<file path="src/rtl/traffic_if.sv">
// Bundle of the traffic controller's game-side signals: scan position,
// player box and difficulty in; lane car positions, hit pulse and busy out.
interface traffic_if;
  logic       enable;
  logic [1:0] level;
  logic [9:0] h_count;
  logic [9:0] v_count;
  logic [9:0] player_x;
  logic [9:0] player_y;
  logic [9:0] car_x1;
  logic [9:0] car_x2;
  logic [9:0] car_x3;
  logic [9:0] car_x4;
  logic [9:0] car_x5;
  logic [9:0] car_x6;
  logic [9:0] car_x7;
  logic [9:0] car_x8;
  logic       hit;
  logic       busy;

  // Game/timing side: supplies scan position and player, consumes cars and hit
  modport master (
    output enable, level, h_count, v_count, player_x, player_y,
    input  car_x1, car_x2, car_x3, car_x4, car_x5, car_x6, car_x7, car_x8,
    input  hit, busy
  );

  // Traffic controller side
  modport slave (
    input  enable, level, h_count, v_count, player_x, player_y,
    output car_x1, car_x2, car_x3, car_x4, car_x5, car_x6, car_x7, car_x8,
    output hit, busy
  );
endinterface

</file>
<file path="src/rtl/traffic_controller.sv">
// Traffic controller: once per frame, at the first vertical-blank pixel,
// steps the six lane cars (with wrap-around) one lane per cycle through a
// single shared adder, then box-tests each car against the player and emits
// a one-cycle hit pulse. All updates finish well inside vertical blank.
module traffic_controller #(
  parameter int H_DISPLAY     = 640,
  parameter int V_DISPLAY     = 480,
  parameter int CAR_WIDTH     = 32,
  parameter int CAR_HEIGHT    = 32,
  parameter int PLAYER_WIDTH  = 16,
  parameter int PLAYER_HEIGHT = 16,
  parameter int CAR_Y1 = 80,
  parameter int CAR_Y2 = 128,
  parameter int CAR_Y3 = 176,
  parameter int CAR_Y4 = 272,
  parameter int CAR_Y5 = 320,
  parameter int CAR_Y6 = 368,
  parameter int STEP1 = 1,
  parameter int STEP2 = 2,
  parameter int STEP3 = 1,
  parameter int STEP4 = 3,
  parameter int STEP5 = 2,
  parameter int STEP6 = 1
) (
  input logic       CLK,
  input logic       RST_N,
  traffic_if.slave  bus
);

  localparam logic [10:0] H_W     = 11'(H_DISPLAY);
  localparam logic [9:0]  H_X     = 10'(H_DISPLAY);
  localparam logic [9:0]  V_START = 10'(V_DISPLAY);

  typedef enum logic [1:0] {
    ST_IDLE   = 2'd0,
    ST_MOVE   = 2'd1,
    ST_CHECK  = 2'd2,
    ST_REPORT = 2'd3
  } state_t;

  // Base step of lane k (0-based)
  function automatic logic [10:0] step_of(input logic [2:0] k);
    case (k)
      3'd0:    step_of = 11'(STEP1);
      3'd1:    step_of = 11'(STEP2);
      3'd2:    step_of = 11'(STEP3);
      3'd3:    step_of = 11'(STEP4);
      3'd4:    step_of = 11'(STEP5);
      3'd5:    step_of = 11'(STEP6);
      default: step_of = 11'd0;
    endcase
  endfunction

  // Fixed row of lane k (0-based)
  function automatic logic [10:0] car_y_of(input logic [2:0] k);
    case (k)
      3'd0:    car_y_of = 11'(CAR_Y1);
      3'd1:    car_y_of = 11'(CAR_Y2);
      3'd2:    car_y_of = 11'(CAR_Y3);
      3'd3:    car_y_of = 11'(CAR_Y4);
      3'd4:    car_y_of = 11'(CAR_Y5);
      3'd5:    car_y_of = 11'(CAR_Y6);
      default: car_y_of = 11'd0;
    endcase
  endfunction

  state_t      state_r;
  logic [2:0]  k_r;
  logic [1:0]  lvl_r;
  logic [9:0]  car_x_r [6];
  logic        hit_acc_r;
  logic        hit_r;
  logic        busy_r;

  logic        tick_s;
  logic [9:0]  cur_x_s;
  logic [10:0] step_s;
  logic        move_left_s;
  logic [11:0] raw_s;
  logic [9:0]  next_x_s;
  logic [10:0] car_y_s;
  logic        overlap_s;

  assign tick_s = (bus.h_count == 10'd0) && (bus.v_count == V_START);

  // Select the position of the lane currently addressed by k
  always_comb begin
    cur_x_s = 10'd0;
    case (k_r)
      3'd0:    cur_x_s = car_x_r[0];
      3'd1:    cur_x_s = car_x_r[1];
      3'd2:    cur_x_s = car_x_r[2];
      3'd3:    cur_x_s = car_x_r[3];
      3'd4:    cur_x_s = car_x_r[4];
      3'd5:    cur_x_s = car_x_r[5];
      default: cur_x_s = 10'd0;
    endcase
  end

  // Shared add/subtract for the lane step, then fold back into 0..H-1.
  // Odd k (lanes 2/4/6) move left. The fold is done modulo 1024, which is
  // exact because the folded result always lies inside the visible width.
  always_comb begin
    step_s      = step_of(k_r) + {9'd0, lvl_r};
    move_left_s = k_r[0];
    raw_s       = 12'd0;
    next_x_s    = 10'd0;
    if (move_left_s) begin
      raw_s = {2'b00, cur_x_s} - {1'b0, step_s};
      if (raw_s[11]) begin
        next_x_s = raw_s[9:0] + H_X;
      end else begin
        next_x_s = raw_s[9:0];
      end
    end else begin
      raw_s = {2'b00, cur_x_s} + {1'b0, step_s};
      if (raw_s >= {1'b0, H_W}) begin
        next_x_s = raw_s[9:0] - H_X;
      end else begin
        next_x_s = raw_s[9:0];
      end
    end
  end

  // Bounding-box overlap of the addressed car against the live player box
  always_comb begin
    car_y_s   = car_y_of(k_r);
    overlap_s = ({1'b0, bus.player_x} < ({1'b0, cur_x_s} + 11'(CAR_WIDTH))) &&
                ({1'b0, cur_x_s} < ({1'b0, bus.player_x} + 11'(PLAYER_WIDTH))) &&
                ({1'b0, bus.player_y} < (car_y_s + 11'(CAR_HEIGHT))) &&
                (car_y_s < ({1'b0, bus.player_y} + 11'(PLAYER_HEIGHT)));
  end

  // Frame sequencer: IDLE -> MOVE x6 -> CHECK x6 -> REPORT -> IDLE
  always_ff @(posedge CLK) begin
    if (!RST_N) begin
      state_r    <= ST_IDLE;
      k_r        <= 3'd0;
      lvl_r      <= 2'd0;
      car_x_r[0] <= 10'd0;
      car_x_r[1] <= 10'd100;
      car_x_r[2] <= 10'd200;
      car_x_r[3] <= 10'd300;
      car_x_r[4] <= 10'd400;
      car_x_r[5] <= 10'd500;
      hit_acc_r  <= 1'b0;
      hit_r      <= 1'b0;
      busy_r     <= 1'b0;
    end else begin
      busy_r <= (state_r != ST_IDLE);
      hit_r  <= 1'b0;
      case (state_r)
        ST_IDLE: begin
          if (tick_s && bus.enable) begin
            lvl_r   <= bus.level;
            k_r     <= 3'd0;
            state_r <= ST_MOVE;
          end else begin
            state_r <= ST_IDLE;
          end
        end
        ST_MOVE: begin
          for (int i = 0; i < 6; i++) begin
            if (k_r == 3'(i)) begin
              car_x_r[i] <= next_x_s;
            end else begin
              car_x_r[i] <= car_x_r[i];
            end
          end
          if (k_r == 3'd5) begin
            k_r     <= 3'd0;
            state_r <= ST_CHECK;
          end else begin
            k_r     <= k_r + 3'd1;
          end
        end
        ST_CHECK: begin
          if (overlap_s) begin
            hit_acc_r <= 1'b1;
          end else begin
            hit_acc_r <= hit_acc_r;
          end
          if (k_r == 3'd5) begin
            k_r     <= 3'd0;
            state_r <= ST_REPORT;
          end else begin
            k_r     <= k_r + 3'd1;
          end
        end
        ST_REPORT: begin
          hit_r     <= hit_acc_r;
          hit_acc_r <= 1'b0;
          state_r   <= ST_IDLE;
        end
        default: begin
          state_r <= ST_IDLE;
        end
      endcase
    end
  end

  assign bus.car_x1 = car_x_r[0];
  assign bus.car_x2 = car_x_r[1];
  assign bus.car_x3 = car_x_r[2];
  assign bus.car_x4 = car_x_r[3];
  assign bus.car_x5 = car_x_r[4];
  assign bus.car_x6 = car_x_r[5];
  assign bus.car_x7 = H_X;
  assign bus.car_x8 = H_X;
  assign bus.hit    = hit_r;
  assign bus.busy   = busy_r;

endmodule

</file>
<file path="src/flat_wrapper.sv">
// flat-port wrapper written by rule: the top's interface ports become plain ports
module traffic_controller_flat 
#(
  parameter int H_DISPLAY     = 640,
  parameter int V_DISPLAY     = 480,
  parameter int CAR_WIDTH     = 32,
  parameter int CAR_HEIGHT    = 32,
  parameter int PLAYER_WIDTH  = 16,
  parameter int PLAYER_HEIGHT = 16,
  parameter int CAR_Y1 = 80,
  parameter int CAR_Y2 = 128,
  parameter int CAR_Y3 = 176,
  parameter int CAR_Y4 = 272,
  parameter int CAR_Y5 = 320,
  parameter int CAR_Y6 = 368,
  parameter int STEP1 = 1,
  parameter int STEP2 = 2,
  parameter int STEP3 = 1,
  parameter int STEP4 = 3,
  parameter int STEP5 = 2,
  parameter int STEP6 = 1
)
  (CLK, RST_N, bus_enable, bus_level, bus_h_count, bus_v_count, bus_player_x, bus_player_y, bus_car_x1, bus_car_x2, bus_car_x3, bus_car_x4, bus_car_x5, bus_car_x6, bus_car_x7, bus_car_x8, bus_hit, bus_busy);
  traffic_if bus_i ();
  input logic CLK;
  input logic RST_N;
  input wire logic [$bits(bus_i.enable)-1:0] bus_enable;
  input wire logic [$bits(bus_i.level)-1:0] bus_level;
  input wire logic [$bits(bus_i.h_count)-1:0] bus_h_count;
  input wire logic [$bits(bus_i.v_count)-1:0] bus_v_count;
  input wire logic [$bits(bus_i.player_x)-1:0] bus_player_x;
  input wire logic [$bits(bus_i.player_y)-1:0] bus_player_y;
  output wire logic [$bits(bus_i.car_x1)-1:0] bus_car_x1;
  output wire logic [$bits(bus_i.car_x2)-1:0] bus_car_x2;
  output wire logic [$bits(bus_i.car_x3)-1:0] bus_car_x3;
  output wire logic [$bits(bus_i.car_x4)-1:0] bus_car_x4;
  output wire logic [$bits(bus_i.car_x5)-1:0] bus_car_x5;
  output wire logic [$bits(bus_i.car_x6)-1:0] bus_car_x6;
  output wire logic [$bits(bus_i.car_x7)-1:0] bus_car_x7;
  output wire logic [$bits(bus_i.car_x8)-1:0] bus_car_x8;
  output wire logic [$bits(bus_i.hit)-1:0] bus_hit;
  output wire logic [$bits(bus_i.busy)-1:0] bus_busy;
  assign bus_i.enable = bus_enable;
  assign bus_i.level = bus_level;
  assign bus_i.h_count = bus_h_count;
  assign bus_i.v_count = bus_v_count;
  assign bus_i.player_x = bus_player_x;
  assign bus_i.player_y = bus_player_y;
  assign bus_car_x1 = bus_i.car_x1;
  assign bus_car_x2 = bus_i.car_x2;
  assign bus_car_x3 = bus_i.car_x3;
  assign bus_car_x4 = bus_i.car_x4;
  assign bus_car_x5 = bus_i.car_x5;
  assign bus_car_x6 = bus_i.car_x6;
  assign bus_car_x7 = bus_i.car_x7;
  assign bus_car_x8 = bus_i.car_x8;
  assign bus_hit = bus_i.hit;
  assign bus_busy = bus_i.busy;
  traffic_controller #(.H_DISPLAY(H_DISPLAY), .V_DISPLAY(V_DISPLAY), .CAR_WIDTH(CAR_WIDTH), .CAR_HEIGHT(CAR_HEIGHT), .PLAYER_WIDTH(PLAYER_WIDTH), .PLAYER_HEIGHT(PLAYER_HEIGHT), .CAR_Y1(CAR_Y1), .CAR_Y2(CAR_Y2), .CAR_Y3(CAR_Y3), .CAR_Y4(CAR_Y4), .CAR_Y5(CAR_Y5), .CAR_Y6(CAR_Y6), .STEP1(STEP1), .STEP2(STEP2), .STEP3(STEP3), .STEP4(STEP4), .STEP5(STEP5), .STEP6(STEP6)) u_core (.CLK(CLK), .RST_N(RST_N), .bus(bus_i));
endmodule
</file>
<file path="config.mk">
export PLATFORM = sky130hd
export DESIGN_NAME = traffic_controller_flat
export DESIGN_NICKNAME = d
export VERILOG_FILES = /design/src/rtl/traffic_if.sv /design/src/rtl/traffic_controller.sv /design/src/flat_wrapper.sv
export SDC_FILE = /design/constraint.sdc
export NUM_CORES = 1
export LEC_CHECK = 0
export ABC_AREA = 1
export CAP_MARGIN = 20
export CORE_ASPECT_RATIO = 0.5
export CORE_MARGIN = 4
export CORE_UTILIZATION = 46
export DETAILED_ROUTE_END_ITERATION = 7
export PLACE_DENSITY = 0.8
export REMOVE_ABC_BUFFERS = 1
export SLEW_MARGIN = 30
export SYNTH_ARGS = -nofsm -noshare
export SYNTH_HDL_FRONTEND = slang
export SYNTH_SLANG_ARGS = --single-unit
</file>
<file path="constraint.sdc">
create_clock -name CLK -period 4.2 [get_ports CLK]
set_input_delay 0.42 -clock CLK [delete_from_list [all_inputs] [get_ports CLK]]
set_output_delay 0.42 -clock CLK [all_outputs]
set_load 0.05 [all_outputs]
</file>
=== Yosys cells after proc, flatten, opt, wreduce, memory -nomap -nowiden ===
Memories as Yosys holds them, arrays and structs flattened.
Cells that the tools add are included.

* Add/subtract/negate cells: 10
* Magnitude comparators: 5
* Equal/unequal tests: 13
* Muxes and demuxes: 76
* Bitwise gates (word level): 12
* Reductions and logical operators: 19

{| class="wikitable"
|+ Operator list
! cell !! number
|-
| 2-to-1 mux 10 bit || 15
|-
| one-hot mux 10 bit (6 select lines) || 1
|-
| one-hot mux 9 bit (6 select lines) || 1
|-
| 2-to-1 mux 1 bit || 51
|-
| < comparator 10 x 11 -> 1 bit || 3
|-
| adder 10 x 5 -> 11 bit, second input constant || 2
|-
| adder 10 x 11 -> 12 bit || 1
|-
| >= comparator 12 x 10 -> 1 bit, second input constant || 1
|-
| OR 1 bit || 12
|-
| subtractor 10 x 11 -> 12 bit || 1
|-
| adder 10 x 6 -> 11 bit, second input constant || 1
|-
| < comparator 9 x 11 -> 1 bit || 1
|-
| adder 10 bit, second input constant || 1
|-
| adder 9 x 6 -> 10 bit, second input constant || 1
|-
| == test 10 x 9 -> 1 bit, second input constant || 1
|-
| zero test 10 bit || 1
|-
| AND reduction 2 bit || 5
|-
| subtractor 10 bit, second input constant || 1
|-
| inequality test 2 x 1 -> 1 bit, second input constant || 4
|-
| one-hot mux 2 bit (4 select lines) || 1
|-
| == test 3 x 2 -> 1 bit, second input constant || 2
|-
| == test 3 bit, second input constant || 2
|-
| 2-to-1 mux 3 bit || 2
|-
| one-hot mux 2 bit (3 select lines) || 1
|-
| 14 further kinds || 23
|}

* Register bits: 10
* Memory bits (writable): 60
* Bits of input ports: 45
* Output and inout port bits: 82
* Logic and storage cells: 142
* Memories: 1

{| class="wikitable"
|+ Memory list
! memory !! depth !! bits a word !! rd ports !! clocked after memory_dff !! wr ports !! RTL line !! text
|-
| u_core.car_x_r || 6 || 10 || 6 || 0 || 6 || traffic_controller.sv:70 || <nowiki>logic [9:0] car_x_r [6];</nowiki>
|}

=== Depth between registers and ports, before layout ===
Gate-level depths: netlist (run 1).

* Depth in word-level cells: 10
* Depth in mapped cells: 29
* Mapped depth without buffers: 26

=== Least setup slack after synthesis (run 1) ===
Ideal clock, no wire load.

* Kind: flip-flop to flip-flop
* From: reg u_core.k_r[0]
* To: mem u_core.car_x_r[1][9] (netlist: u_core.car_x_r[0][19]) (data pin)
* Setup time: 166 ps
* Arrival: 4112 ps
* Data required time: 4034 ps
* Setup slack: -78 ps
* Cell stages (with the launch flop): 27
* Path buffers: 3
* Period minus slack after synthesis: 4278 ps
* Cells stage by stage: dfxtp_1 buf_6 clkbuf_1 nand2_1 inv_1 ha_1 clkbuf_1 inv_1 a21oi_1 ha_1 fa_1 ha_1 inv_1 o31ai_1 nand2_2 nor2_8 nand2_1 nand2_1 nand2_2 ha_1 inv_1 nand3_1 nand2_1 nand2_1 nand2_1 nand2_1 a21oi_2

{| class="wikitable"
|+ RTL lines
! element !! RTL line !! text
|-
| start, declared || traffic_controller.sv:68 || <nowiki>logic [2:0] k_r;</nowiki>
|-
| start signal, assigned || traffic_controller.sv:174 || <nowiki>k_r <= k_r + 3'd1;</nowiki>
|-
| start signal, assigned || traffic_controller.sv:187 || <nowiki>k_r <= k_r + 3'd1;</nowiki>
|-
| end, declared || traffic_controller.sv:70 ||
|}

==> results of run 1 <==
-- synth_stat cells (2+ instances only) --
master | count | share of area [%]
or2_2 | 2 | 0.24
buf_6 | 2 | 0.44
inv_1 | 70 | 5.1
nand3b_1 | 6 | 0.88
o31ai_1 | 2 | 0.29
nand3_1 | 37 | 3.6
conb_1 | 2 | 0.15
a221oi_1 | 2 | 0.34
a31oi_1 | 3 | 0.37
edfxtp_1 | 60 | 35
a21oi_2 | 3 | 0.51
dfxtp_1 | 10 | 3.9
nor2_4 | 5 | 1.1
nand2_4 | 6 | 1.3
a211oi_1 | 5 | 0.73
clkbuf_1 | 4 | 0.29
inv_2 | 8 | 0.59
fa_1 | 3 | 1.2
nand2_1 | 130 | 9.5
ha_1 | 50 | 12
xor2_1 | 13 | 2.2
o21ai_0 | 20 | 2.0
nor2_2 | 8 | 0.98
nand2_2 | 10 | 1.2
a22o_1 | 2 | 0.34
a21oi_1 | 21 | 2.1
buf_4 | 22 | 3.2
nor4_1 | 3 | 0.37
nor3_1 | 5 | 0.49
nand3_2 | 7 | 1.4
xnor2_1 | 4 | 0.68
nand4_1 | 16 | 2.0
o21a_1 | 2 | 0.29
nor2_1 | 39 | 2.9
-- metal layers --
layer,vias to the layer above,wire length (um)
met2,242,6580
met3,36,1680
met1,2126,6290
li1,2203,-
met5,-,0
met4,0,301
-- path summary, 6_finish.rpt --
path	end	slack [ns]	cells past startpoint
worst max-delay path	u_core.car_x_r[0][19]	0.26	24
worst min register to register	u_core.bus.hit	0.46	2
worst min-delay path	u_core.bus.hit	0.46	2
worst max register to register	u_core.car_x_r[0][19]	0.26	24
-- kinds of logic after synthesis --
group                      Yosys count  share of synthesized area (%)
and+or+nand+nor                    279                           27.2
buffers and inverters              108                           9.90
adders and majority gates           53                           13.4
other                                2                          0.147
AOI/OAI and AO/OA                   63                           7.31
DFF                                 70                           39.1
xor gates and xnor gates            17                           2.91
-- worst max-delay path, delay by kind of cell, from the launching register on --
kind / cells / cell delay (ns)
flops: 1 / 0.39
compound gates: 3 / 0.46
buf+inv: 4 / 0.31
simple gates: 13 / 1.24
fa+ha+maj: 4 / 1.34
-- power breakdown --
part	total (mW)	internal (mW)	switching, mW
clock network	0.782	0.468	0.314
logic	0.371	0.130	0.241
registers	0.784	0.771	0.0135
-- flip-flops by register name, summed over array words and instances (netlist names) --
signal and flops:
u_core.car_x_r 60, u_core.hit_acc_r 1, u_core.bus.busy 1, u_core.lvl_r 2
u_core.k_r 3, u_core.bus.hit 1, u_core.state_r 2
-- metrics by stage --
stage	TNS, ns	instance area (um^2)
floorplan	-0.201	4980
global placement	0	6400
detailed placement	0	6400
CTS	0	6700
global route	0	6730
finish	0	6730
-- cell type report --
| cell class | count | area share [%] |
|---|---|---|
| tap | 140 | 2.60 |
| clock buffer | 9 | 3.35 |
| clock inverter | 7 | 1.15 |
| sequential | 70 | 29.9 |
| inverter | 79 | 4.44 |
| multi-input combinational | 432 | 39.9 |
| timing repair buffer | 131 | 18.6 |
==> results.sh, run 1 <==
export IMPL_outcome="completed"
export IMPL_p_per_area_nw_per_um2=288
export IMPL_clk_pin_slew_worst_paths_ns=0.06
export IMPL_hold_viol_final=0
export IMPL_seqCellArea_um2=2010
export IMPL_slew_violations=0
export IMPL_clock_latency_ns=0.34
export IMPL_placed_cells=852
export IMPL_final_setup_skew_ns=0.00713
export IMPL_dp_hpwl_mm=11.6
export IMPL_post_drt_wl_per_cell_um=17.1
export IMPL_grt_pass1_vias=4490
export IMPL_ant_nets=0
export IMPL_ys_seq_area_share_pct=39.1
export IMPL_antenna_diode_count=0
export IMPL_period_needed_ns=3.94
export IMPL_final_core_util_pct=64.0
export IMPL_worst_hold_slack_ns=0.458
export IMPL_layout_drive_gt1_share_pct=13.6
export IMPL_num_rows=26
export IMPL_clock_fmax_mhz=254
export IMPL_cts_htree_levels=3
export IMPL_crit_arrival_ns=4.10
export IMPL_async_flop_share_pct=0
export IMPL_slowest_delay_ns=0.51
export IMPL_total_power_mw=1.94
export IMPL_relSlewSlack_pct=55.0
export IMPL_worstMarginPinSlew_ns=0.671
export IMPL_start_util_pct=48.7
export IMPL_num_nets_final=821
export IMPL_netlist_area_um2=5120
export IMPL_startpoint_type="flip-flop"
export IMPL_period_share_pct=93.8
export IMPL_ys_flop_type="edfxtp_1"
export IMPL_final_common_cell="nand2_1"
export IMPL_setup_viol=0
export IMPL_remaining_drc_errors=0
export IMPL_drt_pass1_iterations=7
export IMPL_critPathSlowestCell="fa_1"
export IMPL_p_leak_nw=2.91
export IMPL_critPathLaunch="u_core.k_r[0]"
export IMPL_reg2reg_from="u_core.k_r[0]"
export IMPL_gr_max_usage_layer="met2"
export IMPL_ctsLongestPathBuffers=2
export IMPL_cp_max_fo=6
export IMPL_crit_required_ns=4.36
export IMPL_grt_usage_pct=22.8
export IMPL_grt_pass1_wl_mm=22.8
export IMPL_drt_total_wl_mm=14.9
export IMPL_num_io_pins=127
export IMPL_area_growth_pct=31.5
export IMPL_path_class="reg -> reg"
export IMPL_hp_start="u_core.hit_acc_r"
export IMPL_core_um2=10500
export IMPL_worst_ir_drop_vdd_mv=0.193
export IMPL_ctsResizeCount=0
export IMPL_use_met3_pct=5.31
export IMPL_synth_warnings=0
export IMPL_synthCells=592
export IMPL_drv_cap=0
export IMPL_gp_congestion=0.992
export IMPL_final_cells=868
export IMPL_rsz0062_at_grt="false"
export IMPL_drtIter0Drc=438
export IMPL_die_w_um=157
export IMPL_most_common_layout_cells="130 x nand2_1, 106 x clkdlybuf4s50_1, 70 x inv_1, 60 x edfxtp_1, 50 x ha_1"
export IMPL_dieArea_um2=13000
export IMPL_n_fill_cell=873
export IMPL_antenna_found_initial=0
export IMPL_synthDistinctLibCells=44
export IMPL_detailedPlace_worstSlack_ns=0.121
export IMPL_post_cts_buffers=0
export IMPL_grt_max_degree=19
export IMPL_crit_path_cell_trace="inv_2 > nand2_1 > nor2_2 > inv_1 > nand2_1 > nor2_1 > a21oi_1 > ha_1 > fa_1 > inv_1 > fa_1 > o21ai_1 > nand3_2 > nor2_2 > nand3_1 > and2_1 > ha_1 > inv_1 > nand3_1 > nand2_1 > nand2_1 > nand2_1 > nand2_1 > a21oi_4"
export IMPL_endpoint_kind="flip-flop"
export IMPL_use_met2_pct=38.2
export IMPL_ctsHoldBuffers=0
export IMPL_cpMostUsedCell="nand2_1"
export IMPL_grtUsageMet1_pct=30.4
export IMPL_die_h_um=82.6
export IMPL_grt_ovfl_total=0
export IMPL_vias=4607
export IMPL_hold_class="reg -> reg"
export IMPL_multi_input_area_um2=2690
export IMPL_portBuffers=106
export IMPL_worst_slack_ns=0.261
export IMPL_cts_root_buffer="clkbuf_16"
export IMPL_ys_seq_elements=70
export IMPL_synth_edff_count=60
export IMPL_clock_sinks=70
export IMPL_syn_area_per_cell_um2=8.64
export IMPL_cts_inserted_buffers=9
export IMPL_cts_tree="done"
export IMPL_via_per_inst=5.31
No activity file was read; power rests on OpenSTA's default activity.
==> run 2, diff against run 1 <==
- CTS_CLUSTER_DIAMETER: not set -> 30
==> results of run 2 <==
The final DEF is identical to that of run 1; final timing and power are the same.
==> run 3, diff against run 2 <==
- CORE_UTILIZATION: 46 -> 44
- CTS_CLUSTER_SIZE: not set -> 25
- PLACE_DENSITY: 0.8 -> 0.77
- SKIP_LAST_GASP: not set -> 1
==> run 3 against run 2 <==
  * Critical path depth is 1 higher
  * Via count is 0.96% higher
  * Sequential power about the same
  * Cell count increased by 2.5%
  * Non-clock buffer count rose by 3
  * Cell area grew 0.73%
  * Count of clock-buffer cells in the layout is 1 higher
  * Sequential share of layout area shrank 0.22 points
  * Total power shrank 1.6%
  * Largest cell class unchanged
  * Largest power group unchanged
==> results.sh, run 3 (synthesis results as in run 1) <==
export IMPL_critPathSlowestCell="fa_1"
export IMPL_rsz0062_at_grt="false"
export IMPL_most_common_layout_cells="130 x nand2_1, 106 x clkdlybuf4s50_1, 69 x inv_1, 60 x edfxtp_1, 50 x ha_1"
export IMPL_grt_pass1_wl_mm=23.9
export IMPL_period_needed_ns=3.90
export IMPL_clock_sinks=70
export IMPL_hold_class="reg -> reg"
export IMPL_antenna_found_initial=0
export IMPL_drt_total_wl_mm=15.1
export IMPL_final_area_um2=6780
export IMPL_p_int_mw=1.36
export IMPL_die_h_um=84.3
export IMPL_largest_reg_flops=60
export IMPL_final_common_cell="nand2_1"
export IMPL_core_um2=11200
export IMPL_clk_pin_slew_worst_paths_ns=0.05
export IMPL_gp_congestion=0.959
export IMPL_start_util_pct=45.8
export IMPL_worst_ir_drop_vdd_mv=0.164
export IMPL_antenna_diode_count=0
export IMPL_p_switching_uw=546
export IMPL_ctsHoldBuffers=0
export IMPL_cp_max_fo=6
export IMPL_cpMostUsedCell="nand2_1"
export IMPL_cts_tree="done"
export IMPL_p_leak_nw=2.92
export IMPL_drv_cap=0
export IMPL_setup_viol=0
export IMPL_period_share_pct=92.9
export IMPL_grt_max_degree=17
export IMPL_slowest_delay_ns=0.41
export IMPL_ctsLongestPathBuffers=2
export IMPL_placed_cell_area_um2=6440
export IMPL_remaining_drc_errors=0
export IMPL_post_drt_wl_per_cell_um=17.0
export IMPL_dieArea_um2=13500
export IMPL_num_nets_final=824
export IMPL_clockPowerShare_pct=39.2
export IMPL_multi_input_area_um2=2700
export IMPL_relSlewSlack_pct=41.6
export IMPL_grt_usage_pct=22.3
export IMPL_startpoint_type="flip-flop"
export IMPL_worstMarginPinSlew_ns=0.866
export IMPL_endpoint_kind="flip-flop"
export IMPL_combPwrFrac_pct=19.7
export IMPL_area_growth_pct=32.5
export IMPL_ant_nets=0
export IMPL_grt_ovfl_total=0
export IMPL_n_fill_cell=900
export IMPL_path_class="reg -> reg"
export IMPL_tns_ns=0
export IMPL_cts_root_buffer="clkbuf_16"
export IMPL_crit_required_ns=4.34
export IMPL_outcome="completed"
export IMPL_hold_viol_final=0
export IMPL_dp_hpwl_mm=11.8
export IMPL_layout_drive_gt1_share_pct=14.4
export IMPL_top_regs="u_core.car_x_r (60), u_core.k_r (3)"
export IMPL_via_per_inst=5.23
export IMPL_portBuffers=106
export IMPL_cts_htree_levels=3
export IMPL_cts_inserted_buffers=9
export IMPL_largest_register="u_core.car_x_r"
export IMPL_grt_pass1_vias=4524
export IMPL_clock_latency_ns=0.34
export IMPL_slew_violations=0
export IMPL_die_w_um=160
export IMPL_clock_fmax_mhz=256
export IMPL_num_rows=27
export IMPL_p_sw_share_pct=28.6
export IMPL_crit_arrival_ns=4.04
export IMPL_drtIter0Drc=506
export IMPL_p_seq_share_pct=41.2
export IMPL_seqCellArea_um2=2010
export IMPL_vias=4651
export IMPL_drt_pass1_iterations=6
export IMPL_final_setup_skew_ns=0.00685
export IMPL_num_io_pins=127
export IMPL_p_per_area_nw_per_um2=281
-- run 3: cell count changes in the layout (fill, tap and decap cells not counted), sizes merged --
| cell | before | now |
|---|---|---|
| clkinvlp | 0 | 2 |
| buf | 25 | 28 |
| inv | 83 | 79 |
| clkinv | 2 | 3 |
| clkbuf | 9 | 10 |
-- run 3: power groups by stage --
stage                     Combinational, mW  Clock [mW]  Sequential [mW]
after floorplan                       0.176           0            0.856
after global placement                0.363           0            0.799
after detailed placement              0.371           0            0.800
after CTS                             0.374       0.747            0.786
after global routing                  0.407       0.787            0.786
final                                 0.375       0.746            0.785
-- run 3: worst paths after layout --
check / from / to / slack [ns] / cells after the start
worst max register to register: u_core.k_r[1] / u_core.car_x_r[0][49] / 0.30 / 25
worst max-delay path: u_core.k_r[1] / u_core.car_x_r[0][49] / 0.30 / 25
worst min-delay path: u_core.hit_acc_r / u_core.bus.hit / 0.45 / 2
worst min register to register: u_core.hit_acc_r / u_core.bus.hit / 0.45 / 2
-- run 3: repair_timing --
item | 4_1_cts | 5_1_grt
pin swaps | 0 | 5
gates resized for setup | 2 | 11
setup endpoints to repair | 5 | 11
hold endpoints to repair | 0 | 0
buffers inserted | 0 | 1
-- run 3: cell type report --
class / count / area share (%)
inverters: 79 / 4.41
well taps: 159 / 2.94
multi-input cells: 432 / 39.9
clock buffers: 10 / 3.38
flip-flops and latches: 70 / 29.7
clock inverters: 6 / 0.942
repair buffers: 134 / 18.8
-- run 3: critical path, delay by kind of cell, from the launching register on --
family                   cells  cell delay, ns
adder cells (fa/ha/maj)      4            1.14
AO/OA/AOI/OAI                3            0.71
flip-flops                   1            0.38
AND/OR/NAND/NOR             14            1.20
buffers and inverters        4            0.28
-- run 3: stage by stage --
stage	total power [mW]	setup slack [ns]	std cells	utilization [%]	hold slack, ns
3_5_place_dp	1.17	0.0485	873	57.6	0.440
2_1_floorplan	1.03	-0.0402	581	-	0.423
6_report	1.91	0.300	890	60.6	0.453
5_1_grt	1.98	0.00551	890	60.6	0.493
3_3_place_gp	1.16	0.194	873	57.6	0.442
4_1_cts	1.91	0.0713	889	60.3	0.453
-- run 3: per-layer routing --
layer	track usage [%]	vias up	wire [um]
met4	6.71	0	297
met5	0	-	0
met2	36.9	250	7010
met1	28.8	2164	6210
met3	5.98	29	1590
li1	-	2208	-
